### src/rtl/program_memory_pkg.sv
// Shared definitions for the program_memory instruction store: FSM states,
// default geometry and the checksum rotate helper.
package program_memory_pkg;

  typedef enum logic [1:0] {
    IDLE    = 2'd0,
    LOAD    = 2'd1,
    RELEASE = 2'd2
  } state_t;

  localparam int DEFAULT_INSTR_WIDTH = 16;
  localparam int DEFAULT_DEPTH       = 256;
  localparam int DEFAULT_INDEX_WIDTH = 32;

  // Widest word rotl1 handles; callers zero-extend into it and truncate back.
  localparam int ROTL_MAX_W = 64;

  function automatic logic [ROTL_MAX_W-1:0] rotl1(input logic [ROTL_MAX_W-1:0] x,
                                                 input int width);
    logic [ROTL_MAX_W-1:0] mask;
    mask = (ROTL_MAX_W'(1) << width) - ROTL_MAX_W'(1);
    return ((x << 1) | (x >> (width - 1))) & mask;
  endfunction

endpackage

### src/rtl/program_memory_ram.sv
// DEPTH x INSTR_WIDTH instruction array: one write port, one registered read port.
// Contents are never reset so a program survives a reset pulse.
module program_memory_ram
  import program_memory_pkg::*;
#(
  parameter int INSTR_WIDTH = DEFAULT_INSTR_WIDTH,
  parameter int DEPTH       = DEFAULT_DEPTH,
  parameter int ADDR_WIDTH  = (DEPTH > 1) ? $clog2(DEPTH) : 1
) (
  input  logic                   clk,
  input  logic                   we,
  input  logic [ADDR_WIDTH-1:0]  waddr,
  input  logic [INSTR_WIDTH-1:0] wdata,
  input  logic                   re,
  input  logic [ADDR_WIDTH-1:0]  raddr,
  output logic [INSTR_WIDTH-1:0] rdata
);

  logic [INSTR_WIDTH-1:0] mem [DEPTH];

  always_ff @(posedge clk) begin
    if (we) mem[waddr] <= wdata;
    if (re) rdata <= mem[raddr];
  end

endmodule

### src/rtl/program_memory.sv
// Instruction store between host download and CPU fetch. Optional image checksum
// is built only when PROGRAM_CHECKSUM_EN is defined; otherwise checksum is tied to 0.
module program_memory
  import program_memory_pkg::*;
#(
  parameter int INSTR_WIDTH = DEFAULT_INSTR_WIDTH,
  parameter int DEPTH       = DEFAULT_DEPTH,
  parameter int INDEX_WIDTH = DEFAULT_INDEX_WIDTH
) (
  input  logic                   clk,
  input  logic                   rst_n,
  input  logic                   download_program,
  input  logic                   dl_valid,
  output logic                   dl_ready,
  input  logic                   dl_auto_inc,
  input  logic [INDEX_WIDTH-1:0] instruction_index,
  input  logic [INSTR_WIDTH-1:0] program_in,
  output logic [15:0]            dl_count,
  output logic                   dl_error,
  input  logic                   fetch_en,
  input  logic [INDEX_WIDTH-1:0] fetch_index,
  output logic [INSTR_WIDTH-1:0] fetch_data,
  output logic                   fetch_valid,
  output logic                   fetch_fault,
  output logic                   cpu_hold,
  output logic [INSTR_WIDTH-1:0] checksum,
  output state_t                 state
);

  localparam int ADDR_WIDTH = (DEPTH > 1) ? $clog2(DEPTH) : 1;
  localparam logic [INDEX_WIDTH-1:0] DEPTH_IDX = INDEX_WIDTH'(DEPTH);

  // Download handshake: a word is taken on any cycle where dl_valid && dl_ready.
  // dl_ready is high exactly while in LOAD; there is no backpressure inside LOAD.
  logic [INDEX_WIDTH-1:0] ptr;
  logic [INDEX_WIDTH-1:0] target;
  logic                   wr_hs;
  logic                   wr_ok;
  logic                   rd_req;
  logic                   rd_ok;
  logic                   load_entry;
  logic [INSTR_WIDTH-1:0] rd_data;

  assign dl_ready   = (state == LOAD);
  assign cpu_hold   = (state != IDLE);
  assign target     = dl_auto_inc ? ptr : instruction_index;
  assign wr_hs      = dl_ready && dl_valid;
  assign wr_ok      = wr_hs && (target < DEPTH_IDX);
  assign rd_req     = (state == IDLE) && fetch_en && !download_program;
  assign rd_ok      = (fetch_index < DEPTH_IDX);
  assign load_entry = download_program && ((state == IDLE) || (state == RELEASE));

  // Unreset RAM read register is masked so fetch_data is 0 unless a good fetch is valid.
  assign fetch_data = (fetch_valid && !fetch_fault) ? rd_data : '0;

  program_memory_ram #(
    .INSTR_WIDTH (INSTR_WIDTH),
    .DEPTH       (DEPTH),
    .ADDR_WIDTH  (ADDR_WIDTH)
  ) u_ram (
    .clk   (clk),
    .we    (wr_ok),
    .waddr (target[ADDR_WIDTH-1:0]),
    .wdata (program_in),
    .re    (rd_req && rd_ok),
    .raddr (fetch_index[ADDR_WIDTH-1:0]),
    .rdata (rd_data)
  );

  always_ff @(posedge clk) begin
    if (!rst_n) begin
      state       <= IDLE;
      ptr         <= '0;
      dl_count    <= '0;
      dl_error    <= 1'b0;
      fetch_valid <= 1'b0;
      fetch_fault <= 1'b0;
    end else begin
      fetch_valid <= rd_req;
      fetch_fault <= rd_req && !rd_ok;
      if (load_entry) begin
        ptr      <= instruction_index;
        dl_count <= '0;
        dl_error <= 1'b0;
      end
      unique case (state)
        IDLE: begin
          if (download_program) state <= LOAD;
        end
        LOAD: begin
          if (wr_ok && (dl_count != 16'hFFFF)) dl_count <= dl_count + 16'd1;
          if (wr_hs && !wr_ok) dl_error <= 1'b1;
          // Pointer saturates rather than wrapping back into valid memory.
          if (wr_hs && dl_auto_inc && (ptr != '1)) ptr <= ptr + INDEX_WIDTH'(1);
          if (!download_program) state <= RELEASE;
        end
        RELEASE: begin
          state <= download_program ? LOAD : IDLE;
        end
        default: state <= IDLE;
      endcase
    end
  end

`ifdef PROGRAM_CHECKSUM_EN
  logic [INSTR_WIDTH-1:0] csum;

  always_ff @(posedge clk) begin
    if (!rst_n || load_entry) begin
      csum <= '0;
    end else if (wr_ok) begin
      csum <= INSTR_WIDTH'(rotl1(ROTL_MAX_W'(csum), INSTR_WIDTH)) ^ program_in;
    end
  end

  assign checksum = csum;
`else
  assign checksum = '0;
`endif

endmodule

### config.mk
export PLATFORM = sky130hd
export DESIGN_NAME = program_memory
export DESIGN_NICKNAME = d
export VERILOG_FILES = /design/src/rtl/program_memory_pkg.sv /design/src/rtl/program_memory_ram.sv /design/src/rtl/program_memory.sv
export SDC_FILE = /design/constraint.sdc
export NUM_CORES = 2
export LEC_CHECK = 0
export CAP_MARGIN = 20
export CORE_MARGIN = 2
export CORE_UTILIZATION = 50
export DETAILED_ROUTE_END_ITERATION = 7
export PLACE_DENSITY = 0.66
export SYNTH_ARGS = -nofsm -noshare
export SYNTH_HDL_FRONTEND = slang
export SYNTH_SLANG_ARGS = --single-unit
### constraint.sdc
create_clock -name clk -period 9.76 [get_ports clk]
set_input_delay 2.44 -clock clk [delete_from_list [all_inputs] [get_ports clk]]
set_output_delay 2.44 -clock clk [all_outputs]
set_load 0.005 [all_outputs]
Word-level counts from Yosys, hierarchy flattened
Memory sizes are Yosys's and may differ from the RTL's. A register that Yosys moved wholly into a read port is not among the register bits.
Index checks and enable logic that the tools add are counted.
Word-level totals
  flip-flop bits (word level): 53
  bits in latches: 0
  RAM bits: 4096
  memory bits (read-only): 0
  input bits: 86
  logic and storage cells: 54
  memories kept: 1
Cells by class
  add/subtract/negate cells: 2
  $mul: 0
  divide/modulo/power cells: 0
  magnitude comparators: 2
  equal/unequal tests: 6
  shift operators: 0
  multiplexer cells: 17
  bitwise logic cells: 0
  reductions and logical operators: 20
Memories
  u_ram.mem: words 256, width 16, read ports 1, clocked after Yosys merged registers in 1, wr ports 1, line program_memory_ram.sv:19  | logic [INSTR_WIDTH-1:0] mem [DEPTH];
Operators by type and width (number)
  two-way mux 32 bit: 4
  less-than comparator 32 x 9 -> 1 bit, second input constant: 2
  two-way mux 16 bit: 4
  adder 32 x 1 -> 32 bit, second input constant: 1
  inequality test 32 bit, second input constant: 1
  adder 16 x 1 -> 16 bit, second input constant: 1
  inequality test 16 bit, second input constant: 1
  logical AND 1 bit: 12
  two-way mux 1 bit: 6
  case mux 2 bit (3 select lines): 1
  zero test 1 bit: 4
  two-way mux 2 bit: 2
  inequality test 2 bit, second input constant: 2
  equality test 2 x 1 -> 1 bit, second input constant: 1
  equality test 2 bit, second input constant: 1
  zero test 2 bit: 1
  AND reduction 2 bit: 1
  nonzero test 2 bit: 1
  logical OR 1 bit: 1

Depth between registers and ports, before layout
  depth in word-level cells: 7
  depth in mapped cells: 12
  gate-level depth less buffers: 7

Hierarchy
Synthesis repeated with hierarchy kept, for this count alone.
Unflattened totals
  cell total of the unflattened synthesis: 7892
  area total of the unflattened synthesis: 162926.3 sq um
By module, submodules not included
  program_memory_ram: times used 1, cells each 7360, area each 158874.9 sq um, sequential area each 123478.4 sq um
  program_memory: times used 1, cells each 532, area each 4051.4 sq um, sequential area each 1061.0 sq um

Worst setup path before layout
Ideal clock, no wire load.
  kind: input to register
  start: input port dl_auto_inc
  end: memory u_ram.mem[103][0] (netlist name) (enable)
  arrival: 4.805 ns
  data required time: 9.372 ns
  slack: 4.566 ns
  stages on the path: 9
  cell sequence: buf_6 > nor4_1 > nand4_1 > o22a_2 > or3_1 > nand2b_1 > clkbuf_1 > clkbuf_1 > nor2_1
On the way
  cells in the longest elaborated chain, start to end: 5
Ends and longest elaborated chain
  start, declared: line program_memory.sv:15  | input logic dl_auto_inc,
  two-way mux 32 bit (*): line program_memory.sv:46  | assign target = dl_auto_inc ? ptr : instruction_index;
  less-than comparator 32 x 9 -> 1 bit: line program_memory.sv:48  | assign wr_ok = wr_hs && (target < DEPTH_IDX);
  logical AND 1 bit: line program_memory.sv:48
  two-way mux 1 bit: line program_memory_ram.sv:22  | if (we) mem[waddr] <= wdata;
  two-way mux 1 bit (not written as such): line program_memory_ram.sv:22
  end, declared: line program_memory_ram.sv:19
Mark *: on every way between the ends. The rest lies on a longest branch, timed or not.

Worst setup path after layout
  start: input port fetch_index[0]
  end: register u_ram.rdata[8] (read register of u_ram.mem) (data pin)
On the way
  cells in the longest elaborated chain, start to end: 2
Ends and longest elaborated chain
  start, declared: line program_memory.sv:21  | input logic [INDEX_WIDTH-1:0] fetch_index,
  less-than comparator 32 x 9 -> 1 bit: line program_memory.sv:50  | assign rd_ok = (fetch_index < DEPTH_IDX);
  logical AND 1 bit: line program_memory.sv:65  | .re (rd_req && rd_ok),
  end, declared: line program_memory_ram.sv:16  | output logic [INSTR_WIDTH-1:0] rdata
Several ways; a longest one is shown, not always the timed one.
A chain may end at the register's enable or synchronous reset.

==> flow_metrics.py <==
metrics = {
    "sta": {
        "rsz0062_at_grt": "no",
        "slew_violations": 0,
        "tns_ns": 0,
        "slew_headroom": 0.182,
        "skew_ns": 0.0710,
        "period_needed_ns": 5.92,
        "max_freq_mhz": 169,
        "final_hold_viol_count": 0,
        "worstMarginPinSlew_ns": 1.23,
        "min_period_over_period": 0.606,
        "finalSetupViolCount": 0,
    },
    "global_routing": {
        "grt_pass1_wl_um": 600000,
        "grt_pass1_vias": 81500,
        "overflow": 0,
        "antenna_found_initial": 10,
        "grt_max_degree": 191,
        "grtUsageTotal": 0.253,
    },
    "logic_synthesis": {
        "synthCells": 7819,
        "yosysTopAreaCellShare": 0.760,
        "yosysSeqAreaShare": 0.766,
        "ys_async_sr_fraction": 0,
        "netlist_area_mm2": 0.162,
        "synth_area_leaders": "edfxtp_1 (76%), mux4_2 (11%), mux2i_1 (3.7%), o221ai_1 (1.2%), nor2_1 (0.68%)",
        "postSynthAreaPerCell_um2": 20.8,
        "synth_cell_types": 83,
        "synth-seq-cells": 4165,
        "synth_edf_count": 4112,
        "ys_warn_count": 0,
        "synthFlopType": "edfxtp_1",
        "synth_top_area_cell": "edfxtp_1",
    },
    "floorplan": {
        "initial_core_util": 0.502,
        "die_x_um": 574,
        "rows": 209,
        "die_h_um": 574,
        "die_area_mm2": 0.330,
        "num_io_pins": 141,
        "core_mm2": 0.324,
    },
    "worst_setup_path": {
        "arrival_ns": 6.72,
        "critical_path_required_ns": 10.56,
        "slowest_stage": "o21ai_0",
        "r2r-start": "state[0]$_SDFFE_PN0P_",
        "critPathKind": "input port to register",
        "rrSetupSlack_ns": 5.64,
        "cpMostUsedCell": "buf_4",
        "reg2reg_to": "u_ram.mem[230][7]$_DFFE_PP_",
        "cp_max_fo": 99,
        "path_cells": "buf_16 -> buf_4 -> buf_4 -> mux2i_1 -> o221ai_1 -> o22ai_1 -> o21ai_0 -> o211ai_1 -> nor4_1",
        "rr_worst_depth": 6,
        "cp-end-kind": "register",
        "crit_path_start_kind": "input port",
        "critical-path-max-stage-delay_ns": 0.88,
    },
    "clocking": {
        "cts_setup_buffers": 0,
        "cts_resized": 0,
        "cts-root-buf": "clkbuf_16",
        "cts_hold_buf": 0,
        "cts_tree": "done",
        "cts_buffers": 416,
        "clock_latency_ns": 0.99,
        "cts_sinks": 4165,
        "clkTransAtPathRegs_ns": 0.06,
        "htreeDepth": 5,
        "cts.path.max_buffers": 4,
    },
    "final_layout": {
        "layout_common_cells": "edfxtp_1 (4112), mux4_2 (788), mux2i_1 (596), clkbuf_16 (419), buf_4 (363)",
        "nets": 8381,
        "drive_gt1_frac": 0.224,
        "area_growth_pct": 12.7,
        "final_common_cell": "edfxtp_1",
    },
    "power": {
        "p_sw_frac": 0.217,
        "seq_power_share": 0.532,
        "power.switching_mw": 8.01,
        "p_comb_frac": 0.049,
        "intPower_mw": 28.9,
        "power.total_mw": 37.0,
        "peakVddDrop_uv": 181,
        "power_density_mw_per_mm2": 202,
        "p_leak_nw": 58.0,
        "clkPwrFrac": 0.418,
    },
    "min_path": {
        "hp-class": "register to register",
        "holdPathStages": 1,
        "min_from": "state[1]$_SDFFE_PN0P_",
        "min_to": "state[0]$_SDFFE_PN0P_",
    },
    "job": {
        "drv_cap": 0,
    },
    "placement": {
        "gp_congestion": 0.867,
        "dp_hpwl_um": 251000,
        "portBuffers": 124,
    },
    "drt": {
        "drt-initial-drc-count": 11400,
        "via_count": 82500,
        "antenna_left": 0,
        "dr.pass1.iters": 6,
        "drc_errors": 0,
        "wl_per_cell_um": 32.7,
        "vias_per_cell": 6.36,
        "wl_um": 424000,
    },
    "outcome": {
        "outcome": "finished clean",
    },
}
[cell families (layout without fill, tap and decap cells)]
| group | count (synthesis) | after routing | share of synthesized area |
|---|---|---|---|
| simple gates | 791 | 791 | 0.0229 |
| other cells | 1 | 22 | 0.0000231 |
| compound gates | 876 | 876 | 0.0390 |
| mux | 1460 | 1460 | 0.152 |
| flops | 4165 | 4165 | 0.766 |
| buf+inv | 521 | 1329 | 0.0198 |
| fa+ha+maj | 2 | 2 | 0.000154 |
| xor+xnor | 3 | 3 | 0.000162 |
[registers in the layout, indices dropped and copies added, names as in the netlist]
| signal | cells |
|---|---|
| u_ram.mem | 4096 |
| ptr | 32 |
| dl_count | 16 |
| u_ram.rdata | 16 |
| state | 2 |
| dl_error | 1 |
| fetch_fault | 1 |
| fetch_valid | 1 |
[power by group through the flow]
stage | logic (mW) | clock network, mW | registers [mW]
5_1_grt | 1.89 | 16.3 | 19.7
2_1_floorplan | 0.986 | 0 | 20.0
3_5_place_dp | 1.81 | 0 | 20.0
3_3_place_gp | 1.77 | 0 | 20.0
6_report | 1.82 | 15.5 | 19.7
4_1_cts | 1.81 | 15.7 | 19.7
[per-layer routing]
metal | track usage | wire length [um] | vias to the layer above
met4 | 0.0936 | 17000 | 2
li1 | - | - | 33900
met1 | 0.353 | 165000 | 43600
met5 | 0 | 13 | -
met3 | 0.0510 | 40300 | 640
met2 | 0.398 | 202000 | 4393
[worst max-delay path, delay by kind of cell]
kind / cells / cell delay, ns
multiplexers: 1 / 0.14
AND/OR/NAND/NOR: 1 / 0.31
AO/OA/AOI/OAI: 4 / 1.78
buffers and inverters: 3 / 1.70
[cells in the mapped netlist (all sizes together), types with 63 or more instances]
cell / count
edfxtp: 4112
mux4: 792
mux2i: 596
nor2: 296
buf: 267
clkbuf: 229
o221ai: 224
o22ai: 159
nand2: 140
a21oi: 136
nor3: 111
o21ai: 85
mux2: 72
nor4: 63
[worst max-delay path by stage]
stage                                       end                    from  cells past startpoint
global placement     u_ram.mem[64][9]$_DFFE_PP_             dl_auto_inc                      8
detailed placement   u_ram.mem[44][5]$_DFFE_PP_             dl_auto_inc                      9
floorplan           u_ram.mem[103][0]$_DFFE_PP_             dl_auto_inc                      9
finish                 u_ram.rdata[8]$_DFFE_PP_          fetch_index[0]                      9
CTS                              fetch_data[13]  fetch_valid$_SDFF_PN0_                      3
global route                      fetch_data[6]  fetch_valid$_SDFF_PN0_                      3
[final cells by class]
class,instances,area (um2)
Antenna cell,6,15.0
Sequential cell,4165,125000
Multi-Input combinational cell,3148,34900
Fill cell,23800,141000
Inverter,25,109
Timing Repair Buffer,537,4850
Clock buffer,487,10800
Clock inverter,280,2480
Tap cell,4325,5410
[per-stage QoR]
step,instance area [um2],utilization,cells,hold WS [ns],worst slack (ns)
floorplan,163000,-,7834,0.457,4.57
CTS,183000,0.565,13000,0.490,3.80
detailed placement,170000,0.524,12200,0.472,2.83
finish,183000,0.565,13000,0.483,3.84
global placement,169000,0.524,12200,0.469,2.40
global route,183000,0.565,13000,0.513,3.73
No activity file was read; power rests on OpenSTA's default activity.
